--- src/rtl/led_pkg.sv ---
// led_pkg: shared sizes, command bytes and parser state type for the LED frame sequencer
package led_pkg;
  localparam int NUM_LEDS = 24;
  localparam int FRAMES = 16;
  localparam logic [7:0] CMD_WRITE = 8'hA5;
  localparam logic [7:0] CMD_DWELL = 8'hD7;
  localparam logic [7:0] CMD_START = 8'h5A;
  localparam logic [7:0] CMD_STOP = 8'h55;
  localparam logic [7:0] CMD_BLANK = 8'h3C;
  typedef enum logic [3:0] {P_CMD, P_WI, P_WD0, P_WD1, P_WD2, P_DW0, P_DW1, P_DW2, P_SL} pstate_t;
endpackage

--- src/rtl/led_cmd_parser.sv ---
// led_cmd_parser: byte-stream command decoder producing frame write, dwell and playback strobes
module led_cmd_parser import led_pkg::*; #(
  parameter int LED_W = NUM_LEDS,
  parameter int IDX_W = $clog2(FRAMES),
  parameter int DW_W = 24
) (
  input  logic             clk,
  input  logic             rst_n,
  input  logic [7:0]       rx_data,
  input  logic             acc,
  output logic             wr,
  output logic [IDX_W-1:0] wr_idx,
  output logic [LED_W-1:0] wr_data,
  output logic             dw,
  output logic [DW_W-1:0]  dw_val,
  output logic             start,
  output logic [IDX_W-1:0] start_last,
  output logic             stop,
  output logic             blank,
  output logic             err
);
  pstate_t state, nxt;
  logic [15:0] lo;
  logic [23:0] word;
  logic bad;
  assign word = {rx_data, lo};
  assign wr_data = word[LED_W-1:0];
  assign dw_val = word[DW_W-1:0];
  assign start_last = rx_data[IDX_W-1:0];
  always_ff @(posedge clk)
    if (!rst_n) begin
      state <= P_CMD;
      wr_idx <= '0;
      lo <= '0;
      err <= 1'b0;
    end else begin
      state <= nxt;
      err <= bad;
      if (acc && state == P_WI) wr_idx <= rx_data[IDX_W-1:0];
      if (acc && (state == P_WD0 || state == P_DW0)) lo[7:0] <= rx_data;
      if (acc && (state == P_WD1 || state == P_DW1)) lo[15:8] <= rx_data;
    end
  always_comb begin
    nxt = state;
    bad = 1'b0;
    wr = 1'b0;
    dw = 1'b0;
    start = 1'b0;
    stop = 1'b0;
    blank = 1'b0;
    if (acc)
      case (state)
        P_CMD: begin
          nxt = rx_data == CMD_WRITE ? P_WI : rx_data == CMD_DWELL ? P_DW0 : rx_data == CMD_START ? P_SL : P_CMD;
          stop = rx_data == CMD_STOP;
          blank = rx_data == CMD_BLANK;
          bad = !(rx_data inside {CMD_WRITE, CMD_DWELL, CMD_START, CMD_STOP, CMD_BLANK});
        end
        P_WI: begin
          bad = |(rx_data >> IDX_W);
          nxt = bad ? P_CMD : P_WD0;
        end
        P_WD0: nxt = P_WD1;
        P_WD1: nxt = P_WD2;
        P_WD2: begin
          wr = 1'b1;
          nxt = P_CMD;
        end
        P_DW0: nxt = P_DW1;
        P_DW1: nxt = P_DW2;
        P_DW2: begin
          dw = 1'b1;
          nxt = P_CMD;
        end
        P_SL: begin
          start = 1'b1;
          nxt = P_CMD;
        end
        default: nxt = P_CMD;
      endcase
  end
endmodule

--- src/rtl/led_frame_sequencer.sv ---
// led_frame_sequencer: UART-programmed frame memory played out on the LEDs at a programmable dwell
module led_frame_sequencer #(
  parameter int NUM_LEDS = led_pkg::NUM_LEDS,
  parameter int FRAMES = led_pkg::FRAMES,
  parameter int DWELL_W = 24,
  parameter int DWELL_RST = 1200000
) (
  input  logic                       clk,
  input  logic                       rst_n,
  input  logic [7:0]                 rx_data,
  input  logic                       rx_valid,
  output logic                       rx_ready,
  output logic [NUM_LEDS-1:0]        leds,
  output logic                       playing,
  output logic [$clog2(FRAMES)-1:0]  frame_idx,
  output logic                       err
);
  localparam int IDX_W = $clog2(FRAMES);
  logic [NUM_LEDS-1:0] mem [FRAMES];
  logic [NUM_LEDS-1:0] wr_data;
  logic [IDX_W-1:0] last, wr_idx, start_last;
  logic [DWELL_W-1:0] dwell, cnt, dw_val;
  logic blanked, wr, dw, start, stop, blank, step;
  led_cmd_parser #(.LED_W(NUM_LEDS), .IDX_W(IDX_W), .DW_W(DWELL_W)) u_parser (
    .clk(clk),
    .rst_n(rst_n),
    .rx_data(rx_data),
    .acc(rx_valid && rx_ready),
    .wr(wr),
    .wr_idx(wr_idx),
    .wr_data(wr_data),
    .dw(dw),
    .dw_val(dw_val),
    .start(start),
    .start_last(start_last),
    .stop(stop),
    .blank(blank),
    .err(err)
  );
  assign step = playing && cnt == dwell - 1'b1;
  always_ff @(posedge clk)
    if (!rst_n) begin
      for (int i = 0; i < FRAMES; i++) mem[i] <= '0;
      last <= IDX_W'(FRAMES - 1);
      dwell <= DWELL_W'(DWELL_RST);
      cnt <= '0;
      blanked <= 1'b1;
      playing <= 1'b0;
      frame_idx <= '0;
      leds <= '0;
      rx_ready <= 1'b0;
    end else begin
      rx_ready <= 1'b1;
      leds <= blanked ? '0 : mem[frame_idx];
      if (wr) mem[wr_idx] <= wr_data;
      if (dw) dwell <= dw_val | DWELL_W'(dw_val == '0);
      if (start) begin
        last <= start_last;
        playing <= 1'b1;
        blanked <= 1'b0;
        frame_idx <= '0;
        cnt <= '0;
      end else if (stop || blank) begin
        playing <= 1'b0;
        blanked <= blanked | blank;
        cnt <= '0;
      end else if (playing) begin
        cnt <= step ? '0 : cnt + 1'b1;
        if (step) frame_idx <= frame_idx >= last ? '0 : frame_idx + 1'b1;
      end
      if (dw) cnt <= '0;
    end
endmodule

--- config.mk ---
export PLATFORM = sky130hd
export DESIGN_NAME = led_frame_sequencer
export DESIGN_NICKNAME = d
export VERILOG_FILES = /design/src/rtl/led_pkg.sv /design/src/rtl/led_cmd_parser.sv /design/src/rtl/led_frame_sequencer.sv
export SDC_FILE = /design/constraint.sdc
export NUM_CORES = 1
export LEC_CHECK = 0
export ABC_AREA = 0
export CAP_MARGIN = 20
export CORE_MARGIN = 3
export CORE_UTILIZATION = 65
export CTS_BUF_LIST = sky130_fd_sc_hd__clkbuf_4 sky130_fd_sc_hd__clkbuf_8
export DETAILED_ROUTE_END_ITERATION = 10
export DONT_BUFFER_PORTS = 1
export PLACE_DENSITY_LB_ADDON = 0.1
export SKIP_LAST_GASP = 1
export SYNTH_ARGS = -nofsm -noshare
export SYNTH_HDL_FRONTEND = slang
export SYNTH_SLANG_ARGS = --single-unit
--- constraint.sdc ---
create_clock -name clk -period 4.6 [get_ports clk]
set_clock_uncertainty 0.15 [all_clocks]
set_input_delay 0.92 -clock clk [delete_from_list [all_inputs] [get_ports clk]]
set_output_delay 0.92 -clock clk [all_outputs]
set_load 0.01 [all_outputs]
Word-level counts from Yosys, hierarchy flattened
Memory sizes are Yosys's and may differ from the RTL's. A register that Yosys moved wholly into a read port is not among the register bits.
Cells that the tools add are included.
W data, S select, Z words.
- register bits: 84
- RAM bits: 384
- output and inout bits: 31
- memories: 1
- add/sub/neg operators: 3
- order comparisons: 1
- eq/ne operators: 14
- multiplexer cells: 30
- bitwise logic cells: 4
- reductions and logical operators: 20
- memories (name ; depth ; bits a word ; read ports ; clocked after memory_dff ; write ports ; line ; RTL):
    mem ; 16 ; 24 ; 1 ; 1 ; 16 ; led_frame_sequencer.sv:19 ; logic [NUM_LEDS-1:0] mem [FRAMES];
- operators by type and width (operator ; count):
    $mux W24 ; 2
    $add A24 B1 Y24 const B ; 1
    $eq A24 B24 Y1 ; 1
    $logic_not A24 Y1 ; 1
    $or A24 B1 Y24 ; 1
    $pmux W4 S6 ; 1
    $reduce_or A24 Y1 ; 1
    $sub A24 B1 Y24 const B ; 1
    $mux W1 ; 20
    $mux W4 ; 5
    $eq A4 B3 Y1 const B ; 4
    $eq A8 B7 Y1 const B ; 2
    $eq A8 B8 Y1 const B ; 2
    $eq A4 B2 Y1 const B ; 2
    $eq A8 B6 Y1 const B ; 1
    $reduce_or A4 Y1 ; 2
    $logic_and A1 B1 Y1 ; 5
    $reduce_bool A5 Y1 ; 1
    $add A4 B1 Y4 const B ; 1
    $eq A4 B1 Y1 const B ; 1
    $eq A4 B4 Y1 const B ; 1
    $ge A4 B4 Y1 ; 1
    $logic_not A4 Y1 ; 1
    $reduce_or A2 Y1 ; 2
    other kinds (9) ; 12

Longest topological paths before layout
- depth in word-level cells: 8
- gate-level depth with buffers: 11

Hierarchy
A second synthesis with hierarchy kept.
- cells, all modules: 1622
- area, all modules: 22766.8 µm²
- modules (own cells, without submodules) (module ; times used ; cells an instance ; area each (µm²)):
    led_frame_sequencer ; 1 ; 1458 ; 21306.7
    led_cmd_parser ; 1 ; 164 ; 1460.2

Worst setup path after synthesis
No wires, ideal clock.
- path type: input to register
- start point: input port rx_valid
- end point: memory mem[3][0] (enable)
- arrival time: 3.448 ns
- data required time: 4.012 ns
- slack: 0.564 ns
- cell stages on the path: 6
- buffers on the path: 0
- cell sequence: nand2_1 > nor2_1 > and4b_1 > nor2b_1 > nand2b_1 > o21ai_0
- RTL lines (what ; line ; RTL):
    start: declaration ; led_frame_sequencer.sv:11 ; input logic rx_valid,
    end: declaration ; led_frame_sequencer.sv:19 ;

Worst setup path in the final report
- start point: register dwell[16]
- end point: register frame_idx[1]
- cells in the longest elaborated chain, start to end: 4
- RTL lines (what ; line ; RTL):
    start: declaration ; led_frame_sequencer.sv:22 ; logic [DWELL_W-1:0] dwell, cnt, dw_val;
    start signal: assignment ; led_frame_sequencer.sv:45 ; dwell <= DWELL_W'(DWELL_RST);
    start signal: assignment ; led_frame_sequencer.sv:56 ; if (dw) dwell <= dw_val | DWELL_W'(dw_val == '0);
    $sub A24 B1 Y24 ; led_frame_sequencer.sv:40 ; assign step = playing && cnt == dwell - 1'b1;
    $eq A24 B24 Y1 ; led_frame_sequencer.sv:40 ;
    $logic_and A1 B1 Y1 ; led_frame_sequencer.sv:40 ;
    $reduce_and A3 Y1 (no source line) ; - ;
    end signal: assignment ; led_frame_sequencer.sv:69 ; if (step) frame_idx <= frame_idx >= last ? '0 : frame_idx + 1'b1;
    end: declaration ; led_frame_sequencer.sv:15 ; output logic [$clog2(FRAMES)-1:0] frame_idx,
Every way passes these cells.
A chain may end at the register's enable or synchronous reset.

==> results.txt <==
Count of inserted antenna diode cells: 0
Xor/xnor share of the synthesized area: 1.99%
CTS Hold Bufs: 0
Highest clock rate: 299 MHz
P per Cell Area: 360 nW/um^2
Iteration-0 DRC Markers: 1520
Vias per Instance: 6.26
Data required, critical path: 4.98 ns
Nets: 1666
Clock buffers created by TritonCTS: 79
Number of synthesized flops with an enable pin: 384
Syn Std Cell Area: 22700 um^2
Largest net degree at the start of global routing: 79
Critical path data arrival time: 3.73 ns
Main combinational cell family by area after synthesis: simple AND/OR/NAND/NOR gates
Top-level I/O count: 42
Wire length of the first global-routing pass: 81800 um
Standard-cell row count: 67
Number of global-route vias before repair: 13473
Final critical-path required period: 3.35 ns
Post-synth cell types: 66
Portion of netlist area occupied by mux cells: 12.8%
CP Launch Type: flip-flop
Buffer levels on the longest clock path: 3
Run status: finished clean
Peak supply drop: 0.356 mV
Number of H-tree levels: 3
Number of warnings printed during yosys synthesis: 0
Leakage Power: 0.00881 uW
Syn Nets: 1683
Pre-CTS setup slack: 0.959 ns
Antenna violations before repair: 1
Maximum fanout count along the critical path: 9
Source-to-sink clock delay at the later pin of the worst-skew pair: 0.63 ns
Most frequent standard cell in the layout excluding fill and tap cells: sky130_fd_sc_hd__and2_1
Overflow left after global routing: 0
Effective utilization at floorplan: 66.8%
Routed WL per cell: 24.0 um
Sum of negative setup slack: 0 ns
Input/output buffers: 0
Ratio of cells with drive above 1 in the final layout: 19.2%
Unrepaired setup endpoints after global routing: false
Antenna violation net count after detailed routing: 0
Register clock-pin slew on the reported worst setup and hold paths: 0.06 ns
Number of instances in the synthesized netlist: 1665
Compound-Gate Fraction of Synth Area: 2.91%
Detailed placement HPWL: 32200 um
All-Layer GR Usage: 29.5%
Async set-or-reset flop fraction in the synthesized netlist: 0%
Prevailing post-synth register cell: sky130_fd_sc_hd__edfxtp_1
Most frequent cells in the layout: sky130_fd_sc_hd__and2_1, sky130_fd_sc_hd__edfxtp_1, sky130_fd_sc_hd__mux4_2
Worst Setup End Kind: flip-flop
Die outline area: 37200 um^2
Max-cap check violation count: 0
Slew Limit Fails: 0
Sequential element share of the synthesized area: 60.2%
Critical Setup Path Class: flip-flop to flip-flop
Clk root buf: sky130_fd_sc_hd__clkbuf_8
Final setup viols: 0
Arithmetic-cell share of the synthesized area counting full adders, half adders and majority gates: 0.385%
Area overhead of the layout relative to synthesis: 9.22%
DRC errors left: 0
Weighted congestion at the end of routability-driven global placement: 0.882
Chip Height: 193 um
Horizontal die dimension: 193 um
Worst max-slew margin expressed relative to the limit: 36.1%
Slew @ Worst Pin: 0.955 ns
Count of endpoints failing hold in the final timing report: 0
CTS-repair resized insts: 0
# Post-CTS Setup Buffers: 0
Register bit count reported by yosys: 492
Clock tree from TritonCTS: built
Detailed-router iteration count before antenna repair: 6
Final wirelength: 51900 um
Worst setup margin: 1.25 ns
Worst min path class: primary input to flip-flop
Post-synthesis share of cell area spent on and, or, nand and nor gates: 19.1%
Routed via count: 13525
Count of clock tree sinks: 492
Fill cell total of the finished layout: 2205
Average cell area after synthesis: 13.7 um^2
Post-route clock period utilization: 72.8%
CORE AREA: 34000 um^2
[worst paths after layout]
kind	slack, ns	endpoint	cells past startpoint	startpoint
min reg2reg	0.32	last[0]$_SDFFE_PN1P_	2	last[0]$_SDFFE_PN1P_
max reg2reg	1.25	frame_idx[1]$_SDFFE_PP0P_	7	dwell[16]$_SDFFE_PN0P_
min	0.19	rx_ready$_DFF_P_	0	rst_n
max	1.25	frame_idx[1]$_SDFFE_PP0P_	7	dwell[16]$_SDFFE_PN0P_
[cell families (layout without fill, tap and decap cells)]
kind of cell,count (synthesis),after routing
flops,492,492
compound gates,95,95
xor+xnor,50,50
buf+inv,153,199
mux,140,140
fa+ha+maj,7,7
simple gates,728,728
[critical path, stage by stage, from the launching register on]
cell,delay (ns)
sky130_fd_sc_hd__dfxtp_1,0.37
sky130_fd_sc_hd__or4_1,0.70
sky130_fd_sc_hd__or4_1,0.57
sky130_fd_sc_hd__o311ai_1,0.10
sky130_fd_sc_hd__a311oi_1,0.14
sky130_fd_sc_hd__or4_4,0.64
sky130_fd_sc_hd__nor4b_4,0.37
sky130_fd_sc_hd__mux2i_1,0.23
[stage by stage]
stage | hold slack (ns) | instance area, um^2 | total power [uW] | util, % | cells
floorplan | 0.291 | 22700 | 5150 | - | 1665
global placement | 0.308 | 23200 | 5200 | 68.1 | 2014
detailed placement | 0.311 | 23200 | 5210 | 68.1 | 2014
CTS | 0.151 | 24800 | 9000 | 72.9 | 2158
global route | 0.164 | 24800 | 9220 | 72.9 | 2159
finish | 0.192 | 24800 | 8930 | 72.9 | 2159
[final cells by class]
cell class	count	area, um^2	share of cell area (%)
clock buffer	119	1460	5.89
clock inverter	25	163	0.655
inverter	11	41.3	0.166
multi-input combinational	1020	8520	34.3
sequential	492	13700	55.2
tap	448	561	2.26
timing repair buffer	44	378	1.52
[report_power, final]
part / total, uW / switching (uW) / leakage (uW) / internal (uW)
clock: 3820 / 1670 / 0.000865 / 2140
combinational: 192 / 118 / 0.00311 / 74.1
sequential: 4920 / 34.3 / 0.00484 / 4890
total: 8930 / 1830 / 0.00881 / 7110
[flip-flops by register name (all words and copies together), names as in the netlist]
register and count:
blanked 1, last 4, u_parser.lo 16, leds 24, u_parser.wr_idx 4, dwell 24, cnt 24, mem 384
playing 1, frame_idx 4, u_parser.state 4, u_parser.err 1, rx_ready 1
[per-layer routing]
layer,GRT usage [%],part of all wire [%]
met5,0,0
met1,42.7,41
met4,10.9,3.3
met3,5.03,8.3
met2,46.2,47
[synth_stat cells (all sizes together), types with 24 or more instances]
cell type  number  area share, %
clkbuf        123            2.0
xnor2          25           0.96
dfxtp         108            9.5
mux4          120             12
xor2           24           0.92
nor2           30           0.50
nor2b          49            1.3
nand3          33           0.73
o21ai          24           0.53
nor3           42           0.97
nand2          84            1.4
and2          391             11
edfxtp        384             51
Power figures use the tool's default switching activity.
